$ cat config.mk
export PLATFORM = sky130hd
export DESIGN_NAME = pwm_btn_cond
export DESIGN_NICKNAME = d
export VERILOG_FILES = /design/src/rtl/pwm_btn_pkg.sv /design/src/rtl/pwm_btn_debounce.sv /design/src/rtl/pwm_btn_cond.sv
export SDC_FILE = /design/constraint.sdc
export NUM_CORES = 1
export LEC_CHECK = 0
export BUFFER_PORTS_ARGS = -buffer_cell sky130_fd_sc_hd__buf_2
export CORE_MARGIN = 3
export CORE_UTILIZATION = 60
export CTS_BUF_LIST = sky130_fd_sc_hd__clkbuf_8
export DETAILED_ROUTE_END_ITERATION = 10
export MAX_ROUTING_LAYER = met4
export PLACE_DENSITY = 0.76
export SETUP_SLACK_MARGIN = 0.05
export SLEW_MARGIN = 10
export SYNTH_ARGS = -nofsm -noshare
export SYNTH_HDL_FRONTEND = slang
export SYNTH_SLANG_ARGS = --single-unit
$ cat constraint.sdc
create_clock -name clk -period 1.55 [get_ports clk]
set_input_delay 0.2325 -clock clk [delete_from_list [all_inputs] [get_ports clk]]
set_output_delay 0.2325 -clock clk [all_outputs]
set_load 0.03 [all_outputs]
$ cat src/rtl/pwm_btn_pkg.sv
// Shared types and defaults for the PWM button conditioner.
// Holds the FSM state encoding, default parameters and a width helper.
package pwm_btn_pkg;

  typedef enum logic [2:0] {
    IDLE    = 3'd0,
    HOLD_UP = 3'd1,
    HOLD_DN = 3'd2,
    RPT_UP  = 3'd3,
    RPT_DN  = 3'd4,
    LOCK    = 3'd5
  } state_e;

  localparam int DEF_DEBOUNCE_CYCLES = 16;
  localparam int DEF_REPEAT_DELAY    = 2048;
  localparam int DEF_REPEAT_PERIOD   = 512;

  // Counter width able to hold the value n itself.
  function automatic int cnt_width(input int n);
    return $clog2(n) + 1;
  endfunction

endpackage

$ cat src/rtl/pwm_btn_debounce.sv
// Per-button 2-flop synchronizer plus saturating-count debouncer.
// Ports: clk, rst (sync, active-high), raw_i (async button), level_o (debounced level).
module pwm_btn_debounce
  import pwm_btn_pkg::*;
#(
  parameter int DEBOUNCE_CYCLES = DEF_DEBOUNCE_CYCLES
) (
  input  logic clk,
  input  logic rst,
  input  logic raw_i,
  output logic level_o
);

  localparam int CW = cnt_width(DEBOUNCE_CYCLES);
  localparam logic [CW-1:0] CNT_MAX = CW'(DEBOUNCE_CYCLES);

  logic          sync1_q;
  logic          sync2_q;
  logic          level_q;
  logic [CW-1:0] cnt_q;

  // The count reaches CNT_MAX after DEBOUNCE_CYCLES differing samples;
  // the level flips on the following differing sample. A matching
  // sample at any point restarts the count.
  always_ff @(posedge clk) begin
    if (rst) begin
      sync1_q <= 1'b0;
      sync2_q <= 1'b0;
      level_q <= 1'b0;
      cnt_q   <= '0;
    end else begin
      sync1_q <= raw_i;
      sync2_q <= sync1_q;
      if (sync2_q == level_q) begin
        cnt_q <= '0;
      end else if (cnt_q == CNT_MAX) begin
        level_q <= sync2_q;
        cnt_q   <= '0;
      end else begin
        cnt_q <= cnt_q + 1'b1;
      end
    end
  end

  assign level_o = level_q;

endmodule

$ cat src/rtl/pwm_btn_cond.sv
// Up/down button conditioner producing duty_inc/duty_dec pulses for a PWM.
// Ports: clk, rst, en, btn_up_raw, btn_dn_raw -> duty_inc, duty_dec, btn_conflict.
// Macro PWM_BTN_AUTOREPEAT_EN builds the hold-to-repeat states and counter.
module pwm_btn_cond
  import pwm_btn_pkg::*;
#(
  parameter int DEBOUNCE_CYCLES = DEF_DEBOUNCE_CYCLES,
  parameter int REPEAT_DELAY    = DEF_REPEAT_DELAY,
  parameter int REPEAT_PERIOD   = DEF_REPEAT_PERIOD
) (
  input  logic clk,
  input  logic rst,
  input  logic en,
  input  logic btn_up_raw,
  input  logic btn_dn_raw,
  output logic duty_inc,
  output logic duty_dec,
  output logic btn_conflict
);

  logic   up_lvl;
  logic   dn_lvl;
  logic   up_prev_q;
  logic   dn_prev_q;
  logic   inc_q;
  logic   dec_q;
  logic   conf_q;
  state_e state_q;

  pwm_btn_debounce #(
    .DEBOUNCE_CYCLES(DEBOUNCE_CYCLES)
  ) u_deb_up (
    .clk    (clk),
    .rst    (rst),
    .raw_i  (btn_up_raw),
    .level_o(up_lvl)
  );

  pwm_btn_debounce #(
    .DEBOUNCE_CYCLES(DEBOUNCE_CYCLES)
  ) u_deb_dn (
    .clk    (clk),
    .rst    (rst),
    .raw_i  (btn_dn_raw),
    .level_o(dn_lvl)
  );

`ifdef PWM_BTN_AUTOREPEAT_EN
  localparam int RMAX = (REPEAT_DELAY > REPEAT_PERIOD) ?
                        REPEAT_DELAY : REPEAT_PERIOD;
  localparam int RW = cnt_width(RMAX);
  localparam logic [RW-1:0] DLY_LAST = RW'(REPEAT_DELAY - 1);
  localparam logic [RW-1:0] PER_LAST = RW'(REPEAT_PERIOD - 1);
  logic [RW-1:0] rcnt_q;
`else
  logic unused_rpt;
  assign unused_rpt = ^{REPEAT_DELAY, REPEAT_PERIOD};
`endif

  logic both;
  logic up_rise;
  logic dn_rise;

  assign both    = up_lvl & dn_lvl;
  assign up_rise = up_lvl & ~up_prev_q;
  assign dn_rise = dn_lvl & ~dn_prev_q;

  // Edge history keeps tracking while disabled, so a button already
  // held when en rises never looks like a fresh press.
  always_ff @(posedge clk) begin
    if (rst) begin
      state_q   <= IDLE;
      inc_q     <= 1'b0;
      dec_q     <= 1'b0;
      conf_q    <= 1'b0;
      up_prev_q <= 1'b0;
      dn_prev_q <= 1'b0;
`ifdef PWM_BTN_AUTOREPEAT_EN
      rcnt_q    <= '0;
`endif
    end else begin
      up_prev_q <= up_lvl;
      dn_prev_q <= dn_lvl;
      inc_q     <= 1'b0;
      dec_q     <= 1'b0;
      conf_q    <= 1'b0;
      if (!en) begin
        state_q <= IDLE;
`ifdef PWM_BTN_AUTOREPEAT_EN
        rcnt_q  <= '0;
`endif
      end else if (both) begin
        state_q <= LOCK;
        conf_q  <= 1'b1;
      end else begin
        unique case (state_q)
          IDLE: begin
`ifdef PWM_BTN_AUTOREPEAT_EN
            rcnt_q <= '0;
`endif
            if (up_rise) begin
              inc_q   <= 1'b1;
              state_q <= HOLD_UP;
            end else if (dn_rise) begin
              dec_q   <= 1'b1;
              state_q <= HOLD_DN;
            end
          end
          HOLD_UP: begin
            if (!up_lvl) begin
              state_q <= IDLE;
            end
`ifdef PWM_BTN_AUTOREPEAT_EN
            else if (rcnt_q == DLY_LAST) begin
              inc_q   <= 1'b1;
              rcnt_q  <= '0;
              state_q <= RPT_UP;
            end else begin
              rcnt_q <= rcnt_q + 1'b1;
            end
`endif
          end
          HOLD_DN: begin
            if (!dn_lvl) begin
              state_q <= IDLE;
            end
`ifdef PWM_BTN_AUTOREPEAT_EN
            else if (rcnt_q == DLY_LAST) begin
              dec_q   <= 1'b1;
              rcnt_q  <= '0;
              state_q <= RPT_DN;
            end else begin
              rcnt_q <= rcnt_q + 1'b1;
            end
`endif
          end
`ifdef PWM_BTN_AUTOREPEAT_EN
          RPT_UP: begin
            if (!up_lvl) begin
              state_q <= IDLE;
            end else if (rcnt_q == PER_LAST) begin
              inc_q  <= 1'b1;
              rcnt_q <= '0;
            end else begin
              rcnt_q <= rcnt_q + 1'b1;
            end
          end
          RPT_DN: begin
            if (!dn_lvl) begin
              state_q <= IDLE;
            end else if (rcnt_q == PER_LAST) begin
              dec_q  <= 1'b1;
              rcnt_q <= '0;
            end else begin
              rcnt_q <= rcnt_q + 1'b1;
            end
          end
`endif
          LOCK: begin
            // Leave only once both buttons are back down.
            if (!up_lvl && !dn_lvl) begin
              state_q <= IDLE;
            end else begin
              conf_q <= 1'b1;
            end
          end
          default: begin
            state_q <= IDLE;
          end
        endcase
      end
    end
  end

  assign duty_inc     = inc_q;
  assign duty_dec     = dec_q;
  assign btn_conflict = conf_q;

endmodule

==> impl_metrics.yaml, run 1 <==
route:
  drtAntennaViolNets: 0
  dr.pass1.iters: 4
  post_drt_wl_per_cell_um: 10.9
  vias: 682
  dr.first_iter.drc_count: 5
  wl_mm: 1.40
  via_per_inst: 5.29
  route.detailed.drc: 0
power:
  p_leak_uw: 0.000451
  ir_drop_v: 0.000753
  p_per_area_nw_per_um2: 965
critical_path:
  crit_type: "reg -> reg"
  r2r-start: "u_deb_up.cnt_q[0]"
  worstPathArrival_ps: 1630
  start_kind: "flip-flop"
  required_ps: 1750
  critPathLaunch: "u_deb_up.cnt_q[0]"
  critPathMaxFanout: 5
  endpoint_kind: "flip-flop"
floorplan:
  die-width_um: 46.6
  core_area_sq_um: 1520
  dieArea_sq_um: 2170
  io_pins: 8
  fp-row-count: 14
  start_util_pct: 64.9
  die_h_um: 46.6
global_route:
  first_global_vias: 620
  grt_util_all_layers_pct: 16.9
  grt_antenna_before_repair: 0
  grt_pass1_wl_mm: 2.52
  grt_start_max_net_pins: 14
  grt_overflow: 0
sta:
  post-route-min-period_ps: 1430
  totalNegativeSetupSlack_ps: 0
  hold_viol: 0
  rsz0062_at_grt: "true"
  maxSlewHeadroom_pct: 70.6
  tightestPinTransition_ps: 430
  holdWs_ps: 172
  finClkSkew_ps: 2.60
  setup_viol: 0
  fmax_mhz: 700
  finalMaxSlewViolations: 0
  finalCritPeriodShare_pct: 92.1
  setup_ws_ps: 122
yosys:
  synth_nets: 114
  synthDistinctLibCells: 23
  yosys_register_bits: 24
  synth_seq_area_share_pct: 48.5
  ys_warn_count: 0
  synthCells: 103
  synth.avg_cell_area_sq_um: 9.61
  synth_area_sq_um: 990
finish:
  diodes: 0
  fin_nets: 125
  reg_top3: "u_deb_dn.cnt_q: 5 flops, u_deb_up.cnt_q: 5 flops, state_q: 3 flops"
  area_growth_pct: 11.1
  post-route-util_pct: 72.2
  stdcell_count: 129
  drive_gt1_share_pct: 16.8
  n_fill_cell: 120
clocking:
  cts_buffers: 3
  hold_buffers: 0
  cts_buffer_depth: 2
  cts_tree: "done"
  cts.htree.levels: 1
  clk_pin_slew_ps: 80
  clockRootBuffer: "clkbuf_8"
  clk-insertion-delay-late_ps: 260
  clkSinkCount: 24
hold_path:
  holdCritStartpoint: "btn_up_raw"
  hp-class: "in -> reg"
placement:
  dp.cells: 125
  gp_congestion: 0.844
  numPortBuffers: 7
  dpl_worst_slack_ps: 106
  hpwl_mm: 1.01
run:
  maxCapViolCount: 0
status:
  status: "completed"
-- repair_timing --
item | in CTS | in global routing
buffers inserted | 0 | 0
gates resized for setup | 0 | 3
hold endpoints to repair | 0 | 0
endpoints found under the setup margin | 0 | 6
-- layout by cell type (no fill, tap or decap) --
| cell type | Yosys | layout |
|---|---|---|
| inv_1 | 9 | 9 |
| nand2b_4 | 1 | 1 |
| and4bb_1 | 2 | 2 |
| dfxtp_2 | 0 | 3 |
| nor4b_1 | 1 | 1 |
| nor2b_1 | 6 | 6 |
| nor3_1 | 4 | 4 |
| nor2_1 | 21 | 21 |
| a21oi_1 | 3 | 3 |
| xor2_1 | 4 | 4 |
| clkbuf_8 | 0 | 4 |
| xnor2_1 | 4 | 4 |
| dfxtp_1 | 24 | 21 |
| a2111oi_0 | 1 | 1 |
| a31oi_1 | 1 | 1 |
| nand3_1 | 4 | 4 |
| nand3b_1 | 3 | 3 |
| buf_2 | 0 | 7 |
| or4_4 | 1 | 1 |
| nand2b_1 | 2 | 2 |
| ha_1 | 6 | 6 |
| o21ai_0 | 1 | 1 |
| nor4_2 | 1 | 1 |
| or3_4 | 2 | 2 |
| and3_1 | 1 | 1 |
-- report_power, final --
part	internal, uW	total (uW)	switching [uW]	leakage [uW]
logic	14.5	27.9	13.4	0.000226
clock network	226	407	181	0.0000288
registers	622	626	3.36	0.000196
-- Yosys cell counts --
library cell	instances	area, sq um
nor4b_1	1	8.76
a21oi_1	3	15.0
a2111oi_0	1	8.76
nand3_1	4	20.0
nor4_2	1	12.5
or4_4	1	11.3
ha_1	6	75.1
or3_4	2	22.5
a31oi_1	1	6.26
nand3b_1	3	22.5
nor2b_1	6	37.5
nand2b_4	1	13.8
and3_1	1	6.26
inv_1	9	33.8
xor2_1	4	35.0
and4bb_1	2	25.0
o21ai_0	1	5.00
nand2b_1	2	12.5
dfxtp_1	24	480
xnor2_1	4	35.0
clkbuf_1	1	3.75
nor2_1	21	78.8
nor3_1	4	20.0
-- critical path, cell delays in order, from the launching register on --
cell and delay (ps):
dfxtp_1 370, inv_1 60, ha_1 190, and4bb_1 220, or3_4 400, nor2_1 120
-- per-layer routing --
layer | track usage (%) | vias to the layer above | routed length [um]
met5 | - | - | 0
met4 | 8.29 | 0 | 28
met3 | 3.52 | 4 | 58
met2 | 24.5 | 16 | 669
met1 | 22.2 | 304 | 647
li1 | - | 358 | -
-- kinds of logic (layout without fill, tap and decap cells) --
logic type	count (synthesis)	after routing	synth area share, %
XOR/XNOR	8	8	7.08
AO/OA/AOI/OAI	6	6	3.54
AND/OR/NAND/NOR	49	49	29.5
adder cells (fa/ha/maj)	6	6	7.59
buffers and inverters	10	20	3.79
flip-flops	24	24	48.5
-- layout make-up --
class,count,area (sq um),share of cell area [%]
Clock buffer,4,55.1,5.01
Inverter,9,33.8,3.07
Multi-Input combinational cell,69,472,42.9
Sequential cell,24,484,44.0
Tap cell,16,20.0,1.82
Timing Repair Buffer,7,35.0,3.19
-- through the flow --
stage	total power [uW]	area (sq um)
global route	1110	1100
CTS	1080	1100
global placement	668	1040
detailed placement	669	1040
finish	1060	1100
floorplan	659	990
-- path summary, 6_finish.rpt --
kind	to	slack, ps	cells past startpoint
hold / removal	u_deb_up.sync1_q	170	2
setup / recovery	u_deb_up.cnt_q[4]	120	5
hold reg to reg	u_deb_dn.cnt_q[0]	430	1
setup reg to reg	u_deb_up.cnt_q[4]	120	5
No activity file was read; power rests on OpenSTA's default activity.
==> run 2, diff against run 1 <==
- BUFFER_PORTS_ARGS: -buffer_cell sky130_fd_sc_hd__buf_2 -> -buffer_cell sky130_fd_sc_hd__buf_4
==> run 2 against run 1 <==
Against the previous run: first-iteration DRC count rose by 40%; routed wire length rose by 5.8%; global-route usage rose by 1.1 points; clock skew fell by 1.4 ps; die area did not move; via count rose by 0.29%; hold slack improved by 4.0 ps; non-clock buffer count did not move; cell area rose by 1.6%; critical path depth did not move; total power rose by 0.80%; flip-flop and latch count did not move.
==> impl_metrics.yaml, run 2 (synthesis results as in run 1) <==
critical_path:
  worstPathArrival_ps: 1630
  endpoint_kind: "flip-flop"
  slowest_stage: "or3_4"
  crit_type: "reg -> reg"
  path_buf_inv: 1
  critPathMaxFanout: 5
  crit_chain: "inv_1 > ha_1 > and4bb_1 > or3_4 > nor2_1"
  required_ps: 1750
  cp_top_family: "simple AND/OR/NAND/NOR gates"
  start_kind: "flip-flop"
  slowest_delay_ps: 400
sta:
  totalNegativeSetupSlack_ps: 0
  holdWs_ps: 176
  post-route-min-period_ps: 1420
  tightestPinTransition_ps: 353
  setup_viol: 0
  finalMaxSlewViolations: 0
  maxSlewHeadroom_pct: 75.9
  finalCritPeriodShare_pct: 91.9
  fmax_mhz: 702
  hold_viol: 0
  finClkSkew_ps: 1.17
  rsz0062_at_grt: "false"
global_route:
  grt_overflow: 0
  grt_start_max_net_pins: 14
  grt_pass1_wl_mm: 2.62
  grt_util_all_layers_pct: 18.0
  grt_antenna_before_repair: 0
  first_global_vias: 661
clocking:
  hold_buffers: 0
  clk_pin_slew_ps: 80
  cts_buffers: 3
  cts_buffer_depth: 2
  clk-insertion-delay-late_ps: 260
  clkSinkCount: 24
  cts.htree.levels: 1
  cts_tree: "done"
  clockRootBuffer: "clkbuf_8"
power:
  p_per_area_nw_per_um2: 957
  ir_drop_v: 0.000718
  p_total_uw: 1070
  p_leak_uw: 0.000454
route:
  vias: 684
  route.detailed.drc: 0
  dr.first_iter.drc_count: 7
  wl_mm: 1.49
  dr.pass1.iters: 6
  post_drt_wl_per_cell_um: 11.5
  drtAntennaViolNets: 0
  via_per_inst: 5.30
finish:
  stdcell_count: 129
  reg_top3: "u_deb_dn.cnt_q: 5 flops, u_deb_up.cnt_q: 5 flops, state_q: 3 flops"
  layout_common_cells: "nor2_1, dfxtp_1, inv_1"
  diodes: 0
  drive_gt1_share_pct: 16.8
  fin_nets: 125
  area_growth_pct: 12.9
placement:
  hpwl_mm: 1.16
  gp_congestion: 0.806
  dp.cells: 125
  numPortBuffers: 7
floorplan:
  die-width_um: 46.6
  io_pins: 8
  start_util_pct: 64.9
  die_h_um: 46.6
  core_area_sq_um: 1520
  dieArea_sq_um: 2170
  fp-row-count: 14
status:
  status: "completed"
run:
  maxCapViolCount: 0
hold_path:
  hp-class: "in -> reg"
==> run 2: cell counts in the layout (fill, tap and decap cells not counted) <==
No cell type changed its count.
==> run 2: cell type report <==
class                   count  area (sq um)
flip-flops and latches     24           484
well taps                  16          20.0
multi-input cells          69           472
fillers                   116           407
clock buffers               4          55.1
repair buffers              7          52.6
inverters                   9          33.8
==> run 2: report_power, final <==
part | switching, uW | leakage [uW] | internal (uW) | total (uW)
clock network | 186 | 0.0000288 | 227 | 413
logic | 13.6 | 0.000229 | 17.4 | 31.0
registers | 3.41 | 0.000196 | 622 | 626
total | 203 | 0.000454 | 866 | 1070
==> run 2: per-layer routing <==
metal	global-route usage (%)	wire, um	up-vias
li1	-	-	356
met1	18.9	653	311
met2	31.0	742	12
met3	3.52	51	5
met4	9.94	38	0
met5	-	0	-
==> run 2: path summary, 6_finish.rpt <==
kind | slack, ps | start | end | cells after the start
setup / recovery | 130 | u_deb_up.cnt_q[0] | u_deb_up.cnt_q[2] | 5
hold / removal | 180 | btn_up_raw | u_deb_up.sync1_q | 2
setup reg to reg | 130 | u_deb_up.cnt_q[0] | u_deb_up.cnt_q[2] | 5
hold reg to reg | 430 | u_deb_dn.cnt_q[0] | u_deb_dn.cnt_q[0] | 1
==> run 2: through the flow <==
step           setup slack [ps]  utilization (%)  instance area, sq um
2_1_floorplan               224                -                   990
3_3_place_gp                130             69.5                  1060
3_5_place_dp               79.9             69.5                  1060
4_1_cts                    75.5             73.1                  1110
5_1_grt                    54.6             73.3                  1120
6_report                    125             73.3                  1120
==> run 2: what timing repair did <==
action	in CTS	in global routing
setup endpoints to repair	0	7
buffers inserted	0	0
endpoints found under the hold margin	0	0
resized for setup	0	3
==> run 3, diff against run 2 <==
- PLACE_DENSITY: 0.76 -> 0.77
==> run 3 against run 2 <==
Against the previous run: combinational power shrank 2%; first-iteration DRC count increased by 29%; total power is 5.9% lower; via count rose by 0.29%; cell area shrank 0.67%; hold slack gained 5.3 ps; clock skew grew 3.6 ps; flip-flop and latch count is the same; critical endpoint is now state_q[1]; largest cell class unchanged; largest power group unchanged.
==> impl_metrics.yaml, run 3 (synthesis results as in run 1) <==
status:
  status: "completed"
power:
  p_leak_uw: 0.000449
  ir_drop_v: 0.000700
  p_per_area_nw_per_um2: 907
  p_total_uw: 1010
route:
  dr.pass1.iters: 4
  dr.first_iter.drc_count: 9
  wl_mm: 1.51
  drtAntennaViolNets: 0
  route.detailed.drc: 0
  post_drt_wl_per_cell_um: 11.8
  vias: 686
  via_per_inst: 5.36
sta:
  setup_ws_ps: 137
  finClkSkew_ps: 4.80
  tightestPinTransition_ps: 444
  post-route-min-period_ps: 1410
  totalNegativeSetupSlack_ps: 0
  setup_viol: 0
  rsz0062_at_grt: "false"
  fmax_mhz: 708
  finalCritPeriodShare_pct: 91.2
  hold_viol: 0
  finalMaxSlewViolations: 0
  maxSlewHeadroom_pct: 69.7
clocking:
  cts_buffer_depth: 2
  clkSinkCount: 24
  hold_buffers: 0
  cts_resized: 0
  cts_buffers: 3
  cts.htree.levels: 1
  clk_pin_slew_ps: 80
  cts_setup_buffers: 0
  cts_tree: "done"
  clockRootBuffer: "clkbuf_8"
  clk-insertion-delay-late_ps: 260
run:
  maxCapViolCount: 0
global_route:
  grt_pass1_wl_mm: 2.68
  grt_antenna_before_repair: 0
  busiest_layer: "met2"
  grt_use_met2_pct: 29.1
  grt_use_met1_pct: 21.7
  grt_util_all_layers_pct: 18.3
  grt_start_max_net_pins: 13
  first_global_vias: 653
  grt_overflow: 0
  use_met3_pct: 5.86
hold_path:
  holdCritStartpoint: "btn_up_raw"
  hold_depth: 2
  hp-class: "in -> reg"
critical_path:
  r2r-start: "u_deb_dn.level_o"
  crit_type: "reg -> reg"
  worstPathArrival_ps: 1600
  rr_worst_depth: 3
  slowest_delay_ps: 550
  endpoint_kind: "flip-flop"
  start_kind: "flip-flop"
  critPathLaunch: "u_deb_dn.level_o"
  critPathMaxFanout: 5
  crit_chain: "ha_1 > or4_4 > nor3_1"
  slowest_stage: "or4_4"
  required_ps: 1730
floorplan:
  start_util_pct: 64.9
  die_h_um: 46.6
  fp-row-count: 14
  die-width_um: 46.6
  core_area_sq_um: 1520
  dieArea_sq_um: 2170
  io_pins: 8
placement:
  dpl_worst_slack_ps: 60.2
  placedInstanceArea_sq_um: 1060
  hpwl_mm: 1.14
  numPortBuffers: 7
  dp.cells: 125
  gp_congestion: 0.838
finish:
  layout_common_cells: "nor2_1, dfxtp_1, inv_1"
  area_growth_pct: 12.1
  reg_top3: "u_deb_dn.cnt_q: 5 flops, u_deb_up.cnt_q: 5 flops, state_q: 3 flops"
  n_fill_cell: 126
  drive_gt1_share_pct: 17.0
  final_area_sq_um: 1110
  fin_nets: 125
  diodes: 0
  stdcell_count: 128
==> run 3: cell types whose count changed in the layout (fill, tap and decap cells not counted) <==
cell | previous run | this run
nor4b_1 | 1 | 0
clkbuf_8 | 4 | 3
nor4b_2 | 0 | 1
==> run 3: layout make-up <==
cell class                 instances  area (sq um)  share of cell area, %
timing repair buffer               7          52.6                   4.74
inverter                           9          33.8                   3.04
sequential                        24           484                   43.6
clock buffer                       3          41.3                   3.72
multi-input combinational         69           478                   43.1
tap                               16          20.0                   1.80
==> run 3: where the power goes <==
| part | switching, uW | internal (uW) |
|---|---|---|
| clock | 178 | 173 |
| sequential | 3.21 | 622 |
| combinational | 13.1 | 17.4 |
==> run 3: through the flow <==
stage / hold slack, ps / utilization [%]
floorplan: 361 / -
global placement: 417 / 69.5
detailed placement: 430 / 69.5
CTS: 183 / 72.2
global route: 208 / 72.8
finish: 182 / 72.8
==> run 3: worst paths after layout <==
| path | endpoint | slack [ps] |
|---|---|---|
| setup / recovery | state_q[1] | 140 |
| hold / removal | u_deb_up.sync1_q | 180 |
| setup reg to reg | state_q[1] | 140 |
| hold reg to reg | u_deb_dn.cnt_q[0] | 430 |
==> run 3: per-layer routing <==
| layer | vias to the layer above | share of wire (%) |
|---|---|---|
| met2 | 11 | 51 |
| met3 | 2 | 3.9 |
| met5 | - | 0 |
| met4 | 0 | 0.80 |
| li1 | 356 | - |
| met1 | 317 | 45 |
==> run 3: critical path: cells and delay by family (launching register included) <==
family | cells | cell delay (ps)
adder cells (fa/ha/maj) | 1 | 260
AND/OR/NAND/NOR | 2 | 720
flip-flops | 1 | 350
